--- src/rtl/piso_serializer.sv ---
// piso_serializer: parallel-in serial-out stage fed by the pipo register.
// A word is taken through a valid/ready load handshake and shifted out one
// bit per clock with serial_valid and a serial_last marker on the final bit.
// Back-to-back loads during the final-bit cycle stream with no idle gap.
// Optional feature: define PISO_PARITY_EN to append one even-parity bit
// (XOR of the data bits) after the data, making the frame N+1 bits long.
module piso_serializer #(
  parameter int N         = 4,
  parameter bit MSB_FIRST = 1'b1
) (
  input  logic         clk,
  input  logic         reset,
  input  logic         load_valid,
  input  logic [N-1:0] parallel_in,
  output logic         load_ready,
  output logic         serial_out,
  output logic         serial_valid,
  output logic         serial_last,
  output logic         busy
);

`ifdef PISO_PARITY_EN
  localparam int F = N + 1;
`else
  localparam int F = N;
`endif
  localparam int CW = $clog2(F + 1);
  localparam logic [CW-1:0] LAST_IDX = CW'(F - 1);

  typedef enum logic {IDLE, SHIFT} state_t;

  state_t        state, state_nxt;
  logic [F-1:0]  sreg;       // bits still to be sent, next bit at the top
  logic [CW-1:0] cnt;        // index of the bit currently on serial_out
  logic [N-1:0]  data_ord;   // data in emission order, first bit at the top
  logic [F-1:0]  frame;      // full frame in emission order
  logic          load_fire;
  logic          at_last;

  // Reorder the incoming word so the first bit to send sits at the MSB.
  always_comb begin
    data_ord = parallel_in;
    if (!MSB_FIRST)
      for (int i = 0; i < N; i++) data_ord[i] = parallel_in[N-1-i];
  end

`ifdef PISO_PARITY_EN
  assign frame = {data_ord, ^parallel_in};
`else
  assign frame = data_ord;
`endif

  assign at_last = (state == SHIFT) && (cnt == LAST_IDX);

  // State register.
  always_ff @(posedge clk or negedge reset) begin
    if (!reset) state <= IDLE;
    else        state <= state_nxt;
  end

  // Next state and handshake; ready reopens on the final bit for streaming.
  always_comb begin
    state_nxt  = state;
    load_ready = 1'b0;
    load_fire  = 1'b0;
    case (state)
      IDLE: begin
        load_ready = 1'b1;
        if (load_valid) begin
          load_fire = 1'b1;
          state_nxt = SHIFT;
        end
      end
      SHIFT: begin
        if (cnt == LAST_IDX) begin
          load_ready = 1'b1;
          if (load_valid) load_fire = 1'b1;
          else            state_nxt = IDLE;
        end
      end
      default: state_nxt = IDLE;
    endcase
  end

  // Shift datapath: capture on load, advance one bit per cycle, clear at end.
  always_ff @(posedge clk or negedge reset) begin
    if (!reset) begin
      sreg         <= '0;
      cnt          <= '0;
      serial_out   <= 1'b0;
      serial_valid <= 1'b0;
      serial_last  <= 1'b0;
      busy         <= 1'b0;
    end else if (load_fire) begin
      serial_out   <= frame[F-1];
      sreg         <= {frame[F-2:0], 1'b0};
      cnt          <= '0;
      serial_valid <= 1'b1;
      serial_last  <= 1'b0;            // frame is always at least 2 bits
      busy         <= 1'b1;
    end else if (at_last) begin
      sreg         <= '0;
      cnt          <= '0;
      serial_out   <= 1'b0;
      serial_valid <= 1'b0;
      serial_last  <= 1'b0;
      busy         <= 1'b0;
    end else if (state == SHIFT) begin
      serial_out   <= sreg[F-1];
      sreg         <= {sreg[F-2:0], 1'b0};
      cnt          <= cnt + CW'(1);
      serial_last  <= ((cnt + CW'(1)) == LAST_IDX);
    end
  end

endmodule

--- config.mk ---
export PLATFORM = sky130hd
export DESIGN_NAME = piso_serializer
export DESIGN_NICKNAME = d
export VERILOG_FILES = /design/src/rtl/piso_serializer.sv
export SDC_FILE = /design/constraint.sdc
export NUM_CORES = 1
export LEC_CHECK = 0
export CAP_MARGIN = 25
export CORE_AREA = 10 10 47 49
export DETAILED_ROUTE_END_ITERATION = 16
export DIE_AREA = 0 0 57 59
export PLACE_DENSITY = 0.64
export SYNTH_ARGS = -nofsm -noshare
export SYNTH_HDL_FRONTEND = slang
export SYNTH_SLANG_ARGS = --single-unit
--- constraint.sdc ---
create_clock -name clk -period 2.2 [get_ports clk]
set_clock_uncertainty 0.2 [all_clocks]
set_input_delay 0.22 -clock clk [delete_from_list [all_inputs] [get_ports clk]]
set_output_delay 0.22 -clock clk [all_outputs]
set_load 0.03 [all_outputs]
==> results of run 1 <==
==> final timing paths <==
| kind | cells past startpoint | slack [ns] | end | from |
|---|---|---|---|---|
| max in group asynchronous | 1 | 1.41 | cnt[1] | reset |
| hold reg to reg | 1 | 0.29 | sreg[1] | sreg[1] |
| min in group clk | 1 | 0.29 | sreg[1] | sreg[1] |
| hold / removal | 1 | 0.07 | serial_out | reset |
| setup reg to reg | 5 | 0.45 | serial_out | cnt[0] |
| setup / recovery | 4 | 0.22 | load_ready | cnt[0] |
==> per-layer routing <==
metal / wire (um) / GRT usage [%]
met1: 479 / 7.86
met5: 0 / 0
met2: 511 / 11.5
met3: 88 / 5.58
met4: 0 / 2.01
==> Yosys cell counts, drive strengths merged, types with 2 or more instances <==
cell type and number:
a22o 2, inv 2, ha 3, and3b 3
a32o 2, a311o 3, nor3b 3, buf 3
dfrtp 10, nor2 3
==> state kept, by name, indices dropped and copies added, names as in the netlist <==
register,count
state,1
busy,1
sreg,3
serial_last,1
cnt,3
serial_out,1
==> cell families after synthesis <==
group	Yosys count	share of synthesized area, %
and+or+nand+nor	13	18.4
adders and majority gates	3	7.25
buffers and inverters	6	8.70
AOI/OAI and AO/OA	10	17.4
DFF	10	48.3
==> power breakdown <==
| part | internal (mW) | switching (mW) | leakage (nW) | total (mW) |
|---|---|---|---|---|
| sequential | 0.260 | 0.0447 | 0.127 | 0.304 |
| clock | 0.0632 | 0.0629 | 0.0138 | 0.126 |
| combinational | 0.233 | 0.239 | 0.160 | 0.472 |
| total | 0.556 | 0.347 | 0.301 | 0.903 |
==> layout make-up <==
| cell class | count | area, um2 |
|---|---|---|
| fillers | 141 | 747 |
| flip-flops and latches | 10 | 250 |
| multi-input cells | 26 | 223 |
| repair buffers | 14 | 131 |
| clock buffers | 3 | 22.5 |
| well taps | 16 | 20.0 |
| inverters | 2 | 7.51 |
==> stage by stage <==
step / instances / hold WS (ns)
after global routing: 71 / 0.0911
after floorplan: 42 / -0.276
after detailed placement: 68 / 0.285
after CTS: 71 / 0.0922
after global placement: 68 / 0.272
final: 71 / 0.0689
==> what timing repair did <==
| action | 4_1_cts | 5_1_grt |
|---|---|---|
| resized for setup | 1 | 0 |
| endpoints found under the hold margin | 0 | 0 |
| setup endpoints to repair | 1 | 0 |
==> cell usage in the layout, fill, tap and decap left out <==
cell and instances:
o22a_2 1, a311o_1 3, nor2_1 3, and2b_2 1, and3b_2 3, clkbuf_4 3
or3b_1 1, inv_1 2, a22o_1 2, ha_1 3, nor3b_1 3, o21ai_0 1
or2b_1 1, a32o_1 2, dlygate4sd2_1 1, clkdlybuf4s50_1 10, nand2b_1 1, buf_4 3
dfrtp_1 10, a21boi_0 1
==> results.ini, run 1 <==
[critical_path]
path_common_cell = ha_1
critPathCaptureType = primary output
arrival_ns = 1.56
cp_num_buf_inv = 1
path_class = reg2out
critPathMaxStageDelay_ns = 0.40
critPathSlowestCell = dfrtp_1
startpoint_type = register
crit_fanout = 4
worstPathRequired_ns = 1.78
path_cells = ha_1 > ha_1 > nand2b_1 > dlygate4sd2_1
cp_top_family = flip-flops

[routing]
vias_per_cell = 5.11
dr.pass1.iters = 2
drc = 0
first_iter_violations = 1
detail-route-antenna-nets = 0
drt-total-wl_um = 1080
post_drt_wl_per_cell_um = 15.2
dr_total_vias = 363

[sta]
max_slew_margin_pct = 68.8
period_needed_ns = 1.98
setup_tns_ns = 0
period_share_pct = 89.8
rsz0062_at_grt = no
hold_viol = 0
fin_ws_ns = 0.224
setup_viol = 0
drv_slew = 0
worst_slew_pin_slew_ns = 0.467
fmaxAchievable_ghz = 0.506

[floorplan]
initial_core_util_pct = 37.0
dieWidth_um = 57
die_area_um2 = 3360
coreArea_um2 = 1400
dieHeight_um = 59
num_io_pins = 12
rows = 14

[cts]
numCtsBuffers = 3
path_clk_slew_ns = 0.07
clock_path_buffers = 2
cts.sinks = 10
clock_latency_ns = 0.27
root_buffer = clkbuf_4
h-tree-depth = 1
post-cts-setup-buffers = 0
cts_tree = done
ctsHoldBuffers = 0

[synth]
async_reset_ff_share_pct = 100
syn_nets = 52
yosys-top-cells-area = dfrtp_1 (48%), ha_1 (7.2%), a311o_1 (5.8%), and3b_2 (5.8%), buf_6 (4.3%)
synth-edff-count = 0
synthesis.area_um2 = 518
synth_flop_cell = dfrtp_1
synth_cell_types = 19
synth_seq_area_share_pct = 48.3
synth_top_area_cell = dfrtp_1
synth_cells = 42
ys_warn_count = 0
syn_area_per_cell_um2 = 12.3
ys_seq_elements = 10
netlist.area_leader.share_pct = 48.3

[layout]
area_growth_pct = 26.3
n_antenna_cell = 0
fin_util_pct = 46.7
fin_nets = 67
drive_gt1_share_pct = 20.0
final_area_um2 = 654

[grt]
grt_pass1_wl_um = 1950
grt.total_usage_pct = 7.44
antenna_found_initial = 0
grt_pass1_vias = 424
grt-ovfl-total = 0
grt_max_degree = 13

[placed_design]
dp_slack_ns = 0.250
hpwl_um = 770
place_area_um2 = 633
place.gp.congestion = 0.643
port_buffers = 11

[power]
power.leakage_nw = 0.301
power_mw = 0.903
pwr_density_cell_nw_per_um2 = 1380
ir_drop_mv = 0.544

[run]
drv_cap = 0

[run_status]
status = finished, final reports clean

[worst_hold_path]
holdCritPathClass = in2async

No activity file was read; power rests on OpenSTA's default activity.
==> run 2: changes to the inputs <==
--- a/config.mk
+++ b/config.mk
@@ -9,6 +9,7 @@
 export CORE_AREA = 10 10 47 49
 export DETAILED_ROUTE_END_ITERATION = 16
 export DIE_AREA = 0 0 57 59
+export HOLD_SLACK_MARGIN = 0.02
 export PLACE_DENSITY = 0.64
 export SYNTH_ARGS = -nofsm -noshare
 export SYNTH_HDL_FRONTEND = slang
==> results of run 2 <==
No change in the layout: final DEF, timing and power equal those of run 1.
==> run 3: changes to the inputs <==
--- a/config.mk
+++ b/config.mk
@@ -9,8 +9,10 @@
 export CORE_AREA = 10 10 47 49
 export DETAILED_ROUTE_END_ITERATION = 16
 export DIE_AREA = 0 0 57 59
+export GPL_TIMING_DRIVEN = 0
 export HOLD_SLACK_MARGIN = 0.02
 export PLACE_DENSITY = 0.64
+export SLEW_MARGIN = 20
 export SYNTH_ARGS = -nofsm -noshare
 export SYNTH_HDL_FRONTEND = slang
 export SYNTH_SLANG_ARGS = --single-unit
==> results.ini, run 3 (synthesized netlist as in run 1, its figures left out) <==
[cts]
root_buffer = clkbuf_4  ; unchanged
path_clk_slew_ns = 0.06  ; was 0.07 ns
clock_latency_ns = 0.27  ; about the same
cts_tree = done  ; unchanged
clock_path_buffers = 2  ; unchanged
ctsHoldBuffers = 0  ; unchanged
cts.sinks = 10  ; unchanged
numCtsBuffers = 3  ; unchanged
h-tree-depth = 1  ; unchanged

[grt]
grt_busiest_layer = met2  ; unchanged
grt_pass1_vias = 427  ; was 424
antenna_found_initial = 0  ; unchanged
grt.total_usage_pct = 7.48  ; was 7.44%
met2_usage_pct = 11.2  ; was 11.5%
grt-ovfl-total = 0  ; unchanged
grt_pass1_wl_um = 1950  ; unchanged
grt_max_degree = 11  ; was 13
gr-usage-met1_pct = 8.33  ; was 7.86%
grt_use_met3_pct = 2.79  ; was 5.58%

[sta]
setup_viol = 0  ; unchanged
hold_viol = 0  ; unchanged
rsz0062_at_grt = no  ; unchanged
setup_tns_ns = 0  ; unchanged
max_slew_margin_pct = 68.4  ; was 68.8%
period_share_pct = 95.2  ; was 89.8%
worst_slew_pin_slew_ns = 0.473  ; was 0.467 ns
drv_slew = 0  ; unchanged
period_needed_ns = 2.09  ; was 1.98 ns
fmaxAchievable_ghz = 0.478  ; was 0.506 GHz

[critical_path]
worstPathRequired_ns = 1.78  ; about the same
path_class = reg2out  ; unchanged
arrival_ns = 1.67  ; was 1.56 ns
startpoint_type = register  ; unchanged
path_cells = ha_1 > ha_2 > nand2b_1 > buf_6 > clkdlybuf4s15_2  ; was ha_1 > ha_1 > nand2b_1 > dlygate4sd2_1
reg2reg_depth = 5  ; unchanged
critPathCaptureType = primary output  ; unchanged
crit_fanout = 8  ; was 4
critPathSlowestCell = dfrtp_1  ; unchanged
critPathMaxStageDelay_ns = 0.40  ; about the same

[floorplan]
num_io_pins = 12  ; unchanged
rows = 14  ; unchanged
initial_core_util_pct = 37.0  ; unchanged
dieHeight_um = 59  ; unchanged
coreArea_um2 = 1400  ; unchanged
dieWidth_um = 57  ; unchanged
die_area_um2 = 3360  ; unchanged

[routing]
post_drt_wl_per_cell_um = 15.8  ; was 15.2 um
detail-route-antenna-nets = 0  ; unchanged
dr.pass1.iters = 4  ; was 2
drc = 0  ; unchanged
drt-total-wl_um = 1140  ; was 1080 um
vias_per_cell = 5.35  ; was 5.11
dr_total_vias = 385  ; was 363
first_iter_violations = 3  ; was 1

[placed_design]
hpwl_um = 812  ; was 770 um
port_buffers = 11  ; unchanged
place.gp.congestion = 0.717  ; was 0.643

[layout]
mostFrequentLayoutCells = dfrtp_1 (10), clkdlybuf4s50_1 (10), clkbuf_4 (4)  ; was dfrtp_1 (10), clkdlybuf4s50_1 (10)
n_antenna_cell = 0  ; unchanged
top_regs = cnt (3), sreg (3)  ; unchanged
fin_nets = 68  ; was 67
area_growth_pct = 30.2  ; was 26.3%
drive_gt1_share_pct = 25.0  ; was 20.0%

[power]
combPwrFrac_pct = 53.2  ; was 52.3%
power_mw = 0.929  ; was 0.903 mW
ir_drop_mv = 0.548  ; was 0.544 mV
pwr_density_cell_nw_per_um2 = 1380  ; about the same
pwr-share-clk_pct = 13.7  ; was 14.0%
seqPwrFrac_pct = 33.1  ; was 33.7%
switching_power_mw = 0.349  ; was 0.347 mW
switching_share_pct = 37.6  ; was 38.4%
internal_power_mw = 0.580  ; was 0.556 mW
power.leakage_nw = 0.303  ; was 0.301 nW

[worst_hold_path]
holdCritPathClass = in2async  ; unchanged

[run]
drv_cap = 0  ; unchanged

[run_status]
status = finished, final reports clean  ; unchanged

==> run 3: cell count changes in the layout (fill, tap and decap cells not counted) <==
cell	before	now
buf_4	3	1
buf_6	0	2
clkbuf_4	3	4
clkdlybuf4s15_2	0	1
dlygate4sd2_1	1	0
ha_1	3	2
ha_2	0	1
==> run 3: area by class of cell <==
| type | count | area [um2] |
|---|---|---|
| fillers | 146 | 727 |
| flip-flops and latches | 10 | 250 |
| multi-input cells | 26 | 225 |
| repair buffers | 11 | 111 |
| plain buffers | 4 | 37.5 |
| clock buffers | 3 | 22.5 |
| well taps | 16 | 20.0 |
| inverters | 2 | 7.51 |
==> run 3: metrics by stage <==
stage / util (%) / hold slack (ns) / std cells / cell area, um2 / setup WS, ns
5_1_grt: 48.1 / 0.103 / 72 / 674 / 0.0300
3_5_place_dp: 46.3 / 0.286 / 69 / 648 / 0.0133
6_report: 48.1 / 0.0719 / 72 / 674 / 0.106
4_1_cts: 47.9 / 0.0903 / 72 / 672 / 0.0294
2_1_floorplan: - / -0.276 / 42 / 518 / 0.440
3_3_place_gp: 46.3 / 0.272 / 69 / 648 / 0.0156
==> run 3: worst paths after layout <==
check / startpoint / end / slack, ns
hold reg to reg: serial_last / serial_last / 0.30
max in group asynchronous: reset / busy / 1.41
min in group clk: serial_last / serial_last / 0.30
hold / removal: reset / sreg[2] / 0.07
setup reg to reg: cnt[0] / serial_out / 0.41
setup / recovery: cnt[0] / load_ready / 0.11
==> run 3: worst max-delay path, delay by kind of cell (launching register included) <==
| kind | cells | cell delay [ns] |
|---|---|---|
| adders and majority gates | 2 | 0.43 |
| buffers and inverters | 2 | 0.41 |
| and+or+nand+nor | 1 | 0.16 |
| DFF | 1 | 0.40 |
==> run 3: timing repair <==
action,in CTS,in global routing
pin swaps,0,0
buffers inserted,0,0
resized for setup,3,1
endpoints found under the setup margin,1,1
==> run 3: layer usage <==
metal / part of all wire (%) / vias to the layer above
met1: 45 / 192
li1: - / 181
met3: 4.3 / 5
met2: 48 / 7
met5: 0 / -
met4: 2.6 / 0
==> run 3: power by group through the flow <==
stage / Combinational, mW / Sequential [mW] / Clock, mW
CTS: 0.497 / 0.308 / 0.133
global route: 0.541 / 0.321 / 0.138
detailed placement: 0.496 / 0.311 / 0
finish: 0.494 / 0.307 / 0.128
floorplan: 0.306 / 0.344 / 0
global placement: 0.488 / 0.308 / 0
